<file path="src/rtl/up_counter_mod_if.sv">
// Control and status bundle for up_counter_mod.
// The master side (stimulus or timer logic) drives enable, clear and load;
// the slave side is the counter itself and drives the count and status.
interface up_counter_mod_if #(
  parameter int WIDTH  = 4,
  parameter int WRAP_W = 8
);
  logic              en_i;
  logic              clr_i;
  logic              load_i;
  logic [WIDTH-1:0]  d_i;
  logic [WIDTH-1:0]  q_o;
  logic              tc_o;
  logic              wrap_o;
  logic [WRAP_W-1:0] wraps_o;
  logic              load_err_o;

  modport master (
    output en_i, clr_i, load_i, d_i,
    input  q_o, tc_o, wrap_o, wraps_o, load_err_o
  );

  modport slave (
    input  en_i, clr_i, load_i, d_i,
    output q_o, tc_o, wrap_o, wraps_o, load_err_o
  );
endinterface

</file>
<file path="src/rtl/up_counter_mod.sv">
// up_counter_mod: parameterised up counter with enable, modulus wrap at
// MAX_COUNT, parallel load with range check, combinational cascade carry,
// a one-cycle wrap pulse and a saturating wrap tally.
// Optional build macro UP_COUNTER_SATURATE_EN: the count sticks at MAX_COUNT
// instead of wrapping; wrap never pulses and the tally stays at zero.
// Edge priority: async reset > clr > load > en > hold.
module up_counter_mod #(
  parameter int WIDTH     = 4,
  parameter int MAX_COUNT = 2**WIDTH - 1,
  parameter int WRAP_W    = 8
) (
  input  logic              clk,
  input  logic              reset,
  up_counter_mod_if.slave   bus
);

  localparam logic [WIDTH-1:0] MaxVal = WIDTH'(MAX_COUNT);

  logic [WIDTH-1:0]  count_q, count_d;
  logic              wrap_q, wrap_d;
  logic [WRAP_W-1:0] wraps_q, wraps_d;
  logic              loadErr_q, loadErr_d;
  logic              atMax;

  assign atMax = (count_q == MaxVal);

  // Next-state selection; the terminal compare (not natural overflow) decides the wrap
  always_comb begin
    count_d   = count_q;
    wrap_d    = 1'b0;
    wraps_d   = wraps_q;
    loadErr_d = loadErr_q;
    if (bus.clr_i) begin
      count_d   = '0;
      wraps_d   = '0;
      loadErr_d = 1'b0;
    end else if (bus.load_i) begin
      if (bus.d_i > MaxVal) begin
        count_d   = MaxVal;
        loadErr_d = 1'b1;
      end else begin
        count_d = bus.d_i;
      end
    end else if (bus.en_i) begin
      if (atMax) begin
`ifdef UP_COUNTER_SATURATE_EN
        count_d = MaxVal;
`else
        count_d = '0;
        wrap_d  = 1'b1;
        if (wraps_q != {WRAP_W{1'b1}}) begin
          wraps_d = wraps_q + 1'b1;
        end
`endif
      end else begin
        count_d = count_q + 1'b1;
      end
    end
  end

  // State registers, cleared immediately by the asynchronous reset
  always_ff @(posedge clk or posedge reset) begin
    if (reset) begin
      count_q   <= '0;
      wrap_q    <= 1'b0;
      wraps_q   <= '0;
      loadErr_q <= 1'b0;
    end else begin
      count_q   <= count_d;
      wrap_q    <= wrap_d;
      wraps_q   <= wraps_d;
      loadErr_q <= loadErr_d;
    end
  end

  assign bus.q_o        = count_q;
  assign bus.tc_o       = atMax && bus.en_i;
  assign bus.wrap_o     = wrap_q;
  assign bus.wraps_o    = wraps_q;
  assign bus.load_err_o = loadErr_q;

endmodule

</file>
<file path="src/flat_wrapper.sv">
// flat-port wrapper written by rule: the top's interface ports become plain ports
module up_counter_mod_flat 
#(
  parameter int WIDTH     = 4,
  parameter int MAX_COUNT = 2**WIDTH - 1,
  parameter int WRAP_W    = 8
)
  (clk, reset, bus_en_i, bus_clr_i, bus_load_i, bus_d_i, bus_q_o, bus_tc_o, bus_wrap_o, bus_wraps_o, bus_load_err_o);
  up_counter_mod_if #(.WIDTH(WIDTH), .WRAP_W(WRAP_W)) bus_i ();
  input  logic clk;
  input  logic reset;
  input wire logic [$bits(bus_i.en_i)-1:0] bus_en_i;
  input wire logic [$bits(bus_i.clr_i)-1:0] bus_clr_i;
  input wire logic [$bits(bus_i.load_i)-1:0] bus_load_i;
  input wire logic [$bits(bus_i.d_i)-1:0] bus_d_i;
  output wire logic [$bits(bus_i.q_o)-1:0] bus_q_o;
  output wire logic [$bits(bus_i.tc_o)-1:0] bus_tc_o;
  output wire logic [$bits(bus_i.wrap_o)-1:0] bus_wrap_o;
  output wire logic [$bits(bus_i.wraps_o)-1:0] bus_wraps_o;
  output wire logic [$bits(bus_i.load_err_o)-1:0] bus_load_err_o;
  assign bus_i.en_i = bus_en_i;
  assign bus_i.clr_i = bus_clr_i;
  assign bus_i.load_i = bus_load_i;
  assign bus_i.d_i = bus_d_i;
  assign bus_q_o = bus_i.q_o;
  assign bus_tc_o = bus_i.tc_o;
  assign bus_wrap_o = bus_i.wrap_o;
  assign bus_wraps_o = bus_i.wraps_o;
  assign bus_load_err_o = bus_i.load_err_o;
  up_counter_mod #(.WIDTH(WIDTH), .MAX_COUNT(MAX_COUNT), .WRAP_W(WRAP_W)) u_core (.clk(clk), .reset(reset), .bus(bus_i));
endmodule
</file>
<file path="config.mk">
export PLATFORM = sky130hd
export DESIGN_NAME = up_counter_mod_flat
export DESIGN_NICKNAME = d
export VERILOG_FILES = /design/src/rtl/up_counter_mod_if.sv /design/src/rtl/up_counter_mod.sv /design/src/flat_wrapper.sv
export SDC_FILE = /design/constraint.sdc
export NUM_CORES = 1
export LEC_CHECK = 0
export ABC_AREA = 1
export CORE_ASPECT_RATIO = 1.2
export CORE_MARGIN = 5
export CORE_UTILIZATION = 50
export CTS_CLUSTER_SIZE = 30
export DETAILED_ROUTE_END_ITERATION = 10
export GPL_TIMING_DRIVEN = 0
export PLACE_DENSITY = 0.83
export SYNTH_ARGS = -nofsm -noshare
export SYNTH_HDL_FRONTEND = slang
export SYNTH_SLANG_ARGS = --single-unit
</file>
<file path="constraint.sdc">
create_clock -name clk -period 2.5 [get_ports clk]
set_input_delay 0.5 -clock clk [delete_from_list [all_inputs] [get_ports clk]]
set_output_delay 0.5 -clock clk [all_outputs]
set_load 0.02 [all_outputs]
</file>
# ---- Word level (Yosys, flattened, before mapping)
# Index checks and enable logic that the tools add are counted.
dict set report word_totals {
  regBits 14
  in_bits 9
  out_inout_bits 15
  wordCells 36
}
dict set report op_classes {
  add_sub_neg 2
  order_cmp 1
  eq_ne 3
  mux 17
  reduce_logical 9
}
# operator count
set ops {}
lappend ops {{two-way mux 8 bit} 5}
lappend ops {{two-way mux 4 bit} 5}
lappend ops {{nonzero test 2 bit} 5}
lappend ops {{adder 8 x 1 -> 8 bit (second input constant)} 1}
lappend ops {{!= test 8 bit (second input constant)} 1}
lappend ops {{two-way mux 1 bit} 7}
lappend ops {{adder 4 x 1 -> 4 bit (second input constant)} 1}
lappend ops {{equality test 4 bit (second input constant)} 1}
lappend ops {{> comparator 4 bit (second input constant)} 1}
lappend ops {{AND reduction 4 bit} 1}
lappend ops {{nonzero test 3 bit} 1}
lappend ops {{!= test 2 bit (second input constant)} 1}
lappend ops {{AND reduction 2 bit} 1}
lappend ops {{logical AND 1 bit} 1}

# ---- Depth between registers and ports, before layout
# Gate-level depths: netlist (run 1).
dict set report depth {
  ltp_word 6
  depth_mapped 7
  depth_no_buf 7
}

# ---- Worst setup path before layout (run 1)
# No wires, ideal clock.
dict set report synth_timing {
  kind {register to output}
  startpoint {register u_core.count_q[0] (netlist: u_core.bus.q_o[0])}
  endpoint {output bus_tc_o}
  t_arrival_ns 1.022
  t_required_ns 2.000
  setup_slack_ns 0.978
  stages_incl_launch_ff 4
  n_path_buf 0
  cell_sequence {dfrtp_1 -> ha_1 -> nand3_2 -> nor2_4}
}
dict set report synth_between {
  elab_chain_cells 2
}
# item line
set synth_rtl {}
lappend synth_rtl {{start, declared} up_counter_mod.sv:19} ;# logic [WIDTH-1:0] count_q, count_d;
lappend synth_rtl {{start signal, assigned} up_counter_mod.sv:69} ;# count_q <= count_d;
lappend synth_rtl {{equality test 4 bit} up_counter_mod.sv:25} ;# assign atMax = (count_q == MaxVal);
lappend synth_rtl {{logical AND 1 bit} up_counter_mod.sv:77} ;# assign bus.tc_o = atMax && bus.en_i;
lappend synth_rtl {{end, declared} flat_wrapper.sv:17} ;# output wire logic [$bits(bus_i.tc_o)-1:0] bus_tc_o;
# No other way between the ends.

# ---- Worst setup path in the final report (run 1)
# Same ends and word-level chain as after synthesis.

==> run metrics, run 1 <==
outcome=completed; GRT overflow=0; initial antenna violation count=0; Peak Freq=434.0 MHz; crit path kind=reg2out; Die H=55.22 um; DRC viols=0; final net count=156; Total GRT Usage=17.05%; IO Pins=24; postcts setup bufs=0; hold path cells=2; peak supply drop=0.3317 mV; Row Count=16; max_slew headroom=62.91%; Power per Cell Area=418.5 mW/mm2; hold path start=u_core.bus.load_err_o$_DFFE_PP0P_; cts bufs inserted=3; Vias=between 800 and 900; Horiz. Die Dim=47.69 um; synthesized net count=around 130; RSZ-0062 raised after global routing=no; Hold/Removal Path Class=reg2reg; largest net degree at the start of global routing=15; post-CTS sizing=0; r2r startpoint=u_core.bus.wraps_o[0]$_DFFE_PP0P_; Fin Setup TNS=0 ps; reg-to-reg endpoint=u_core.bus.wraps_o[7]$_DFFE_PP0P_; vias per std cell=5.253; vias in the first global route=between 800 and 900; H-tree depth=1; Max Cap Violations=0; DRT Pass-1 Iters=4; clk slew on worst S/H paths=90 ps; Area growth syn-to-layout=33.92%; Hold Vio Cnt, Final=0; Detailed Place HPWL=1495 um; core area=0.001622 mm2; Initial Util=52.55%; CP required=2000 ps; startpoint types=register; leakage=around 0.53 nW; clock root cell=clkbuf_4; R2R Setup Slk=between 1000 and 1500 ps; Post-DRT Antenna Nets=0; Wirelength per Cell=11.74 um; dpl ws=211.7 ps; mean post-synth cell area=around 7.3 um2; most frequent cells in the layout=35 x nand2_1, 23 x clkdlybuf4s50_1, 17 x nor2_1; CTS tree=built; met2 Use GR=27.98%; worst path arrival time=1800 ps; hold endpoint=u_core.bus.load_err_o$_DFFE_PP0P_; setup slack after layout=196.1 ps; Setup Viol. Count Final=0; CP endpoint kind=primary output; synth warn=0; layout cells sized above 1=8.333%; Port-buffer cells=23; Seq/Total Area, Yosys=41.12%; min cycle time layout=roughly 2300 ps; global routing usage on met3=about 3.6%; final clock skew=roughly 5.5 ps; Inserted Diodes=0; busiest grt layer=met2; CTS max path bufs=2; CTS sink cnt=14; most common cell after layout, fill and taps aside=nand2_1; Cell variety after synth=21; GRT met1 Usage=20.49%; global-route wire length before repair=between 3000 and 4000 um; Mapped Area=852.1 um2; synthesized flop and latch total=14; Slew @ Worst Pin=555.7 ps; Post-Route WL=1902 um; fillcell total=148; worst-skew pair later-pin latency=280 ps; routability cong.=0.7994; post-cts hold buffer count=0; post-route clock period utilization=92.16%; Max Transition Viols Final=0; multi-input logic area=444.2 um2; initial detailed-routing violation count=13; crit path max fanout=5; DIE AREA=between 0.002 and 0.003 mm2; R2R cell count=7; post-synthesis cell count=117; FF+latch area=350.3 um2
## flip-flops by register name (all words and copies together), names as in the netlist
signal                 cells
u_core.bus.wrap_o          1
u_core.bus.q_o             4
u_core.bus.wraps_o         8
u_core.bus.load_err_o      1
## layer usage
layer / wire length [um] / vias to the layer above
met5: 0 / -
met1: 783 / 390
met3: 103 / 7
met4: 51 / 0
li1: - / 425
met2: 964 / 29
## layout make-up
class,instances,area share [%]
clock buffers,4,3.180
inverters,14,4.605
repair buffers,23,20.18
multi-input cells,88,38.93
flip-flops and latches,14,30.70
well taps,18,1.974
plain buffers,1,0.4386
## power breakdown
part | leakage, nW | switching, mW | internal, mW
combinational | 0.313 | 0.0379 | 0.0329
sequential | 0.191 | 0.00913 | 0.233
clock | 0.0210 | 0.0763 | 0.0886
## cells by family after synthesis
logic type / Yosys count / synth area share [%]
xor+xnor: 4 / 4.112
compound gates: 7 / 4.698
flops: 14 / 41.12
buf+inv: 15 / 6.754
simple gates: 75 / 40.38
fa+ha+maj: 2 / 2.936
## per-stage QoR
step	std cells	total power [mW]	utilization, %	hold slack [ps]	cell area, um2
4_1_cts	162	0.4812	70.37	497.5	1141
3_5_place_dp	158	0.3173	68.13	483.3	1105
2_1_floorplan	117	0.2817	-	389.2	852.1
5_1_grt	162	0.4985	70.37	527.8	1141
3_3_place_gp	158	0.3159	68.13	474.0	1105
6_report	162	0.4776	70.37	495.6	1141
## Yosys cell counts
master,number,area [um2]
nand2_1,35,131.4
nor2_1,17,63.81
dfrtp_1,14,350.3
inv_1,13,48.80
nand3_1,13,65.06
xor2_1,3,26.28
a21oi_1,2,10.01
a31oi_1,2,12.51
ha_1,2,25.02
nand3_2,2,20.02
nand3b_1,2,15.01
nor2_4,2,22.52
nor3_1,2,10.01
buf_2,1,5.000
inv_2,1,3.750
nand2_2,1,6.260
nor3_2,1,10.01
o211ai_1,1,7.510
o21ai_0,1,5.000
o21ai_1,1,5.000
xnor2_1,1,8.760
## worst max path at each step
stage / from / to / slack [ps] / depth (start not counted)
floorplan: u_core.bus.q_o[0]$_DFFE_PP0P_ / bus_tc_o / 980 / 3
global placement: bus_en_i / bus_tc_o / 210 / 4
detailed placement: bus_en_i / bus_tc_o / 210 / 4
CTS: u_core.bus.q_o[0]$_DFFE_PP0P_ / bus_tc_o / 180 / 4
global route: u_core.bus.q_o[0]$_DFFE_PP0P_ / bus_tc_o / 90 / 4
finish: u_core.bus.q_o[0]$_DFFE_PP0P_ / bus_tc_o / 200 / 4
## worst max-delay path: stages (launching register included)
cell and delay, ps:
dfrtp_1 420, ha_1 240, nand3_2 130, nor2_4 120
clkdlybuf4s50_1 610
(Power assumes the default switching activity.)
==> run 2: changes to the inputs <==
- CORE_ASPECT_RATIO: 1.2 -> not set
- RECOVER_POWER: not set -> 100
- SETUP_SLACK_MARGIN: not set -> 0.3
==> run metrics, run 2 (same netlist as run 1, synthesis figures left out) <==
outcome=completed; max_slew headroom=64.84% (+1.9 points); Port-buffer cells=23 (unchanged); Inserted Diodes=0 (unchanged); initial detailed-routing violation count=23 (+10); clk slew on worst S/H paths=80 ps (about the same); Die H=51.28 um (-7.1%); Max Transition Viols Final=0 (unchanged); Max Cap Violations=0 (unchanged); crit path max fanout=5 (unchanged); final net count=156 (unchanged); leakage=0.5627 nW (+7.2%); Initial Util=51.01% (-1.5 points); largest net degree at the start of global routing=15 (unchanged); DRC viols=0 (unchanged); final clock skew=3.816 ps (-1.707 ps); initial antenna violation count=0 (unchanged); max reg flops=8 (unchanged); worst path arrival time=1550 ps (-250 ps); Fin Setup TNS=0 ps (unchanged); post-route clock period utilization=82.05% (-10 points); CTS sink cnt=14 (unchanged); DRT Pass-1 Iters=4 (unchanged); final core occ=66.67% (-3.7 points); vias in the first global route=708 (-18%); GRT overflow=0 (unchanged); Wirelength per Cell=11.13 um (-5.2%); CP required=2000 ps (about the same); Post-DRT Antenna Nets=0 (unchanged); clock root cell=clkbuf_4; global-route wire length before repair=3049 um (-11%); hold path cells=2 (unchanged); vias per std cell=5.056 (-3.7%); Post-Route WL=1780 um (-6.4%); RSZ-0062 raised after global routing=no; Hold/Removal Path Class=reg2reg; Row Count=15 (-1); peak supply drop=0.2524 mV (-24%); CP endpoint kind=primary output; postcts setup bufs=0 (unchanged); Vias=809 (-4.9%); DIE AREA=0.002630 mm2 (-0.13%); Slew @ Worst Pin=526.8 ps (-28.93 ps); CTS tree=built; R2R cell count=7 (unchanged); IO Pins=24 (unchanged); CTS max path bufs=2 (unchanged); core area=0.001670 mm2 (+3.0%); cts bufs inserted=3 (unchanged); H-tree depth=1 (unchanged); Total GRT Usage=14.98% (-2.1 points); Detailed Place HPWL=1445 um (-3.4%); routability cong.=0.7804 (-2.4%); Horiz. Die Dim=51.28 um (+7.5%); Peak Freq=487.5 MHz (+12%); Design Power=0.4278 mW (-10%); layout cells sized above 1=4.895% (-3.4 points); most frequent cells in the layout=35 x nand2_1, 17 x nor2_1, 16 x dlygate4sd3_1; min cycle time layout=2051 ps (-252.8 ps); Power per Cell Area=384.1 mW/mm2 (-8.2%); worst-skew pair later-pin latency=270 ps (about the same); Fin Hold WS=495.0 ps (-0.5940 ps); Setup Viol. Count Final=0 (unchanged); startpoint types=register; Area growth syn-to-layout=30.69%; crit path kind=reg2out; most common cell after layout, fill and taps aside=nand2_1; Hold Vio Cnt, Final=0 (unchanged)
==> run 2: changes by cell type in the layout (fill, tap and decap cells not counted) <==
cell	previous run	this run
clkdlybuf4s50_1	23	6
dlygate4sd3_1	0	16
nand3_1	13	15
nand3_2	2	0
buf_2	1	0
clkbuf_1	0	1
clkbuf_8	1	0
dlygate4sd2_1	0	1
inv_1	13	14
inv_2	1	0
o21ai_0	1	2
o21ai_1	1	0
==> run 2: critical path: stages, from the launching register on <==
cell and delay, ps:
dfrtp_1 410, ha_1 210, nand3_1 180, nor2_4 140
dlygate4sd2_1 350
==> run 2: metal layers <==
metal	part of all wire (%)	vias to the layer above	GRT usage, %
met5	0	-	0
met4	0.56	0	3.930
met3	4.8	2	1.749
met2	50	20	26.61
met1	44	361	19.13
li1	-	426	-
==> run 2: worst paths after layout <==
path | start | endpoint | slack (ps)
setup / recovery | u_core.bus.q_o[0]$_DFFE_PP0P_ | bus_tc_o | 450
max in group asynchronous | reset | u_core.bus.q_o[3]$_DFFE_PP0P_ | 1450
hold reg to reg | u_core.bus.load_err_o$_DFFE_PP0P_ | u_core.bus.load_err_o$_DFFE_PP0P_ | 500
hold / removal | u_core.bus.load_err_o$_DFFE_PP0P_ | u_core.bus.load_err_o$_DFFE_PP0P_ | 500
setup reg to reg | u_core.bus.wraps_o[0]$_DFFE_PP0P_ | u_core.bus.wraps_o[7]$_DFFE_PP0P_ | 940
min in group asynchronous | reset | u_core.bus.load_err_o$_DFFE_PP0P_ | 700
==> run 2: timing repair <==
action,in CTS,in global routing
endpoints found under the setup margin,1,0
hold buffers,0,0
resized for setup,1,0
==> run 2: final cells by class <==
type	count	area (um2)
fillers	151	556.8
multi-input cells	88	434.2
flip-flops and latches	14	350.3
repair buffers	23	229.0
inverters	14	52.55
clock buffers	3	22.52
well taps	17	21.27
plain buffers	1	3.754
==> run 2: where the power goes <==
group,switching [mW],internal (mW)
clock,0.0653,0.0556
combinational,0.0370,0.0293
sequential,0.00783,0.233
==> run 2: stage by stage <==
stage                     cells  setup WS [ps]  area (um2)
final                       160          448.9        1114
after global routing        160          345.2        1114
after CTS                   160          461.7        1125
after detailed placement    157          194.2        1104
after global placement      157          204.3        1104
after floorplan             117          977.5       852.1
==> run 3: changes to the inputs <==
- CORE_UTILIZATION: 50 -> 46
- PLACE_DENSITY: 0.83 -> 0.77
- clock period: 2.5 -> 2 ns (I/O delays scaled with it)
==> run metrics, run 3 (same netlist as run 1, synthesis figures left out) <==
dpl cell area=0.001114 mm2 (+0.91%); Max Transition Viols Final=0 (unchanged); reg-to-reg endpoint=u_core.bus.wraps_o[7]$_DFFE_PP0P_; max reg flops=8 (unchanged); setup slack after layout=262.1 ps (-186.7 ps); Total GRT Usage=17.17% (+2.2 points); global-route wire length before repair=3491 um (+14%); worst-skew pair later-pin latency=280 ps (about the same); worst path arrival time=1340 ps (-210 ps); crit path kind=reg2out; DRC viols=0 (unchanged); Detailed Place HPWL=1477 um (+2.2%); Power per Cell Area=490.8 mW/mm2 (+28%); clk slew on worst S/H paths=80 ps (about the same); CTS max path bufs=2 (unchanged); leakage=0.5957 nW (+5.9%); most frequent cells in the layout=35 x nand2_1, 18 x nor2_1, 14 x inv_1, 14 x nand3_1, 14 x dfrtp_1; design area=0.001151 mm2 (+3.4%); initial detailed-routing violation count=14 (-39%); RSZ-0062 raised after global routing=yes; post-route clock period utilization=86.89%; Horiz. Die Dim=53.04 um (+3.4%); most common cell after layout, fill and taps aside=nand2_1; H-tree depth=1 (unchanged); peak supply drop=0.4319 mV (+71%); Fin Setup TNS=0 ps (unchanged); Vias=868 (+7.3%); final clock skew=4.587 ps (+0.7714 ps); Inserted Diodes=0 (unchanged); r2r startpoint=u_core.bus.wraps_o[0]$_DFFE_PP0P_; core area=0.001745 mm2 (+4.5%); Cell Count Post-Placement=165 (+5.1%); dpl ws=-124.9 ps (-319.1 ps); layout cells sized above 1=10.14% (+5.2 points); Area growth syn-to-layout=35.10%; Hold Vio Cnt, Final=0 (unchanged); Row Count=15 (unchanged); max_slew headroom=62.47% (-2.4 points); IO Pins=24 (unchanged); Wirelength per Cell=12.41 um (+12%); CP endpoint=bus_tc_o; CP Cell Sequence=ha_4 > nand3_2 > nor2_1 > buf_4; CTS sink cnt=14 (unchanged); Slew @ Worst Pin=562.4 ps (+35.56 ps); min cycle time layout=1738 ps; GRT overflow=0 (unchanged); Port-buffer cells=23 (unchanged); Worst path max stage delay=450 ps (+40 ps); largest net degree at the start of global routing=15 (unchanged); Design Power=0.5650 mW (+32%); worst setup path start=u_core.bus.q_o[0]$_DFFE_PP0P_; DRT Pass-1 Iters=4 (unchanged); CP required=1600 ps (-400 ps); clock root cell=clkbuf_4; routability cong.=0.8064 (+3.3%); CP max stage cell=dfrtp_1; startpoint types=register; Post-DRT Antenna Nets=0 (unchanged); Initial Util=48.82% (-2.2 points); Die H=53.04 um (+3.4%); CTS tree=built; Hold/Removal Path Class=reg2reg; R2R Setup Slk=420 ps (-520 ps); outcome=completed; DIE AREA=0.002813 mm2 (+7.0%); CP endpoint kind=primary output; R2R cell count=7 (unchanged); post-cts hold buffer count=0 (unchanged); vias per std cell=5.017 (-0.77%); Max Cap Violations=0 (unchanged); Post-Route WL=2147 um (+21%); vias in the first global route=844 (+19%); initial antenna violation count=0 (unchanged); Setup Viol. Count Final=0 (unchanged); Finished Layout Cells=173 (+8.1%); Peak Freq=575.4 MHz; crit path max fanout=3 (-2); final net count=161 (+3.2%); cts bufs inserted=3 (unchanged)
## run 3: cell count changes in the layout (fill, tap and decap cells not counted), sizes merged
cell         before  now
dlygate4sd3      16    4
dlygate4sd2       1   11
clkbuf            4    5
buf               0    6
## run 3: worst min path at each step
stage,from,endpoint,slack [ps],cells after the start
after floorplan,reset,u_core.bus.load_err_o$_DFFE_PP0P_,290,1
after global placement,u_core.bus.load_err_o$_DFFE_PP0P_,u_core.bus.load_err_o$_DFFE_PP0P_,470,2
after detailed placement,u_core.bus.load_err_o$_DFFE_PP0P_,u_core.bus.load_err_o$_DFFE_PP0P_,480,2
after CTS,reset,u_core.bus.wraps_o[1]$_DFFE_PP0P_,480,2
after global routing,u_core.bus.load_err_o$_DFFE_PP0P_,u_core.bus.load_err_o$_DFFE_PP0P_,510,2
final,u_core.bus.load_err_o$_DFFE_PP0P_,u_core.bus.load_err_o$_DFFE_PP0P_,490,2
## run 3: area by class of cell
cell class / count / area (um2)
Sequential cell: 14 / 350.3
Clock buffer: 3 / 22.52
Buffer: 1 / 5.005
Inverter: 14 / 52.55
Timing Repair Buffer: 28 / 245.2
Tap cell: 25 / 31.28
Multi-Input combinational cell: 88 / 444.2
Fill cell: 159 / 594.3
## run 3: metal layers
| metal | vias up | share of wire [%] | GRT usage (%) |
|---|---|---|---|
| li1 | 436 | - | - |
| met1 | 393 | 46 | 19.90 |
| met2 | 31 | 47 | 26.45 |
| met3 | 8 | 3.9 | 3.662 |
| met4 | 0 | 3.4 | 14.89 |
| met5 | - | 0 | 0 |
## run 3: through the flow
| step | util (%) | hold WS [ps] |
|---|---|---|
| 3_5_place_dp | 63.80 | 483.0 |
| 2_1_floorplan | - | 289.2 |
| 3_3_place_gp | 63.80 | 472.1 |
| 5_1_grt | 65.95 | 513.6 |
| 4_1_cts | 65.81 | 476.6 |
| 6_report | 65.95 | 488.7 |
## run 3: power by group
part / switching, mW / leakage [nW] / total, mW / internal (mW)
Combinational: 0.0536 / 0.391 / 0.0992 / 0.0456
Clock: 0.0922 / 0.0138 / 0.162 / 0.0699
Sequential: 0.0128 / 0.191 / 0.304 / 0.291
Total: 0.159 / 0.596 / 0.565 / 0.406
## run 3: repair_timing
action,in CTS,in global routing
endpoints found under the setup margin,13,2
pin swaps,0,1
gates resized for setup,15,4
buffers inserted,3,2
## run 3: worst max-delay path, delay by kind of cell, from the launching register on
family,cells,cell delay (ps)
adders and majority gates,1,170
DFF,1,450
and+or+nand+nor,2,270
buffers and inverters,1,170
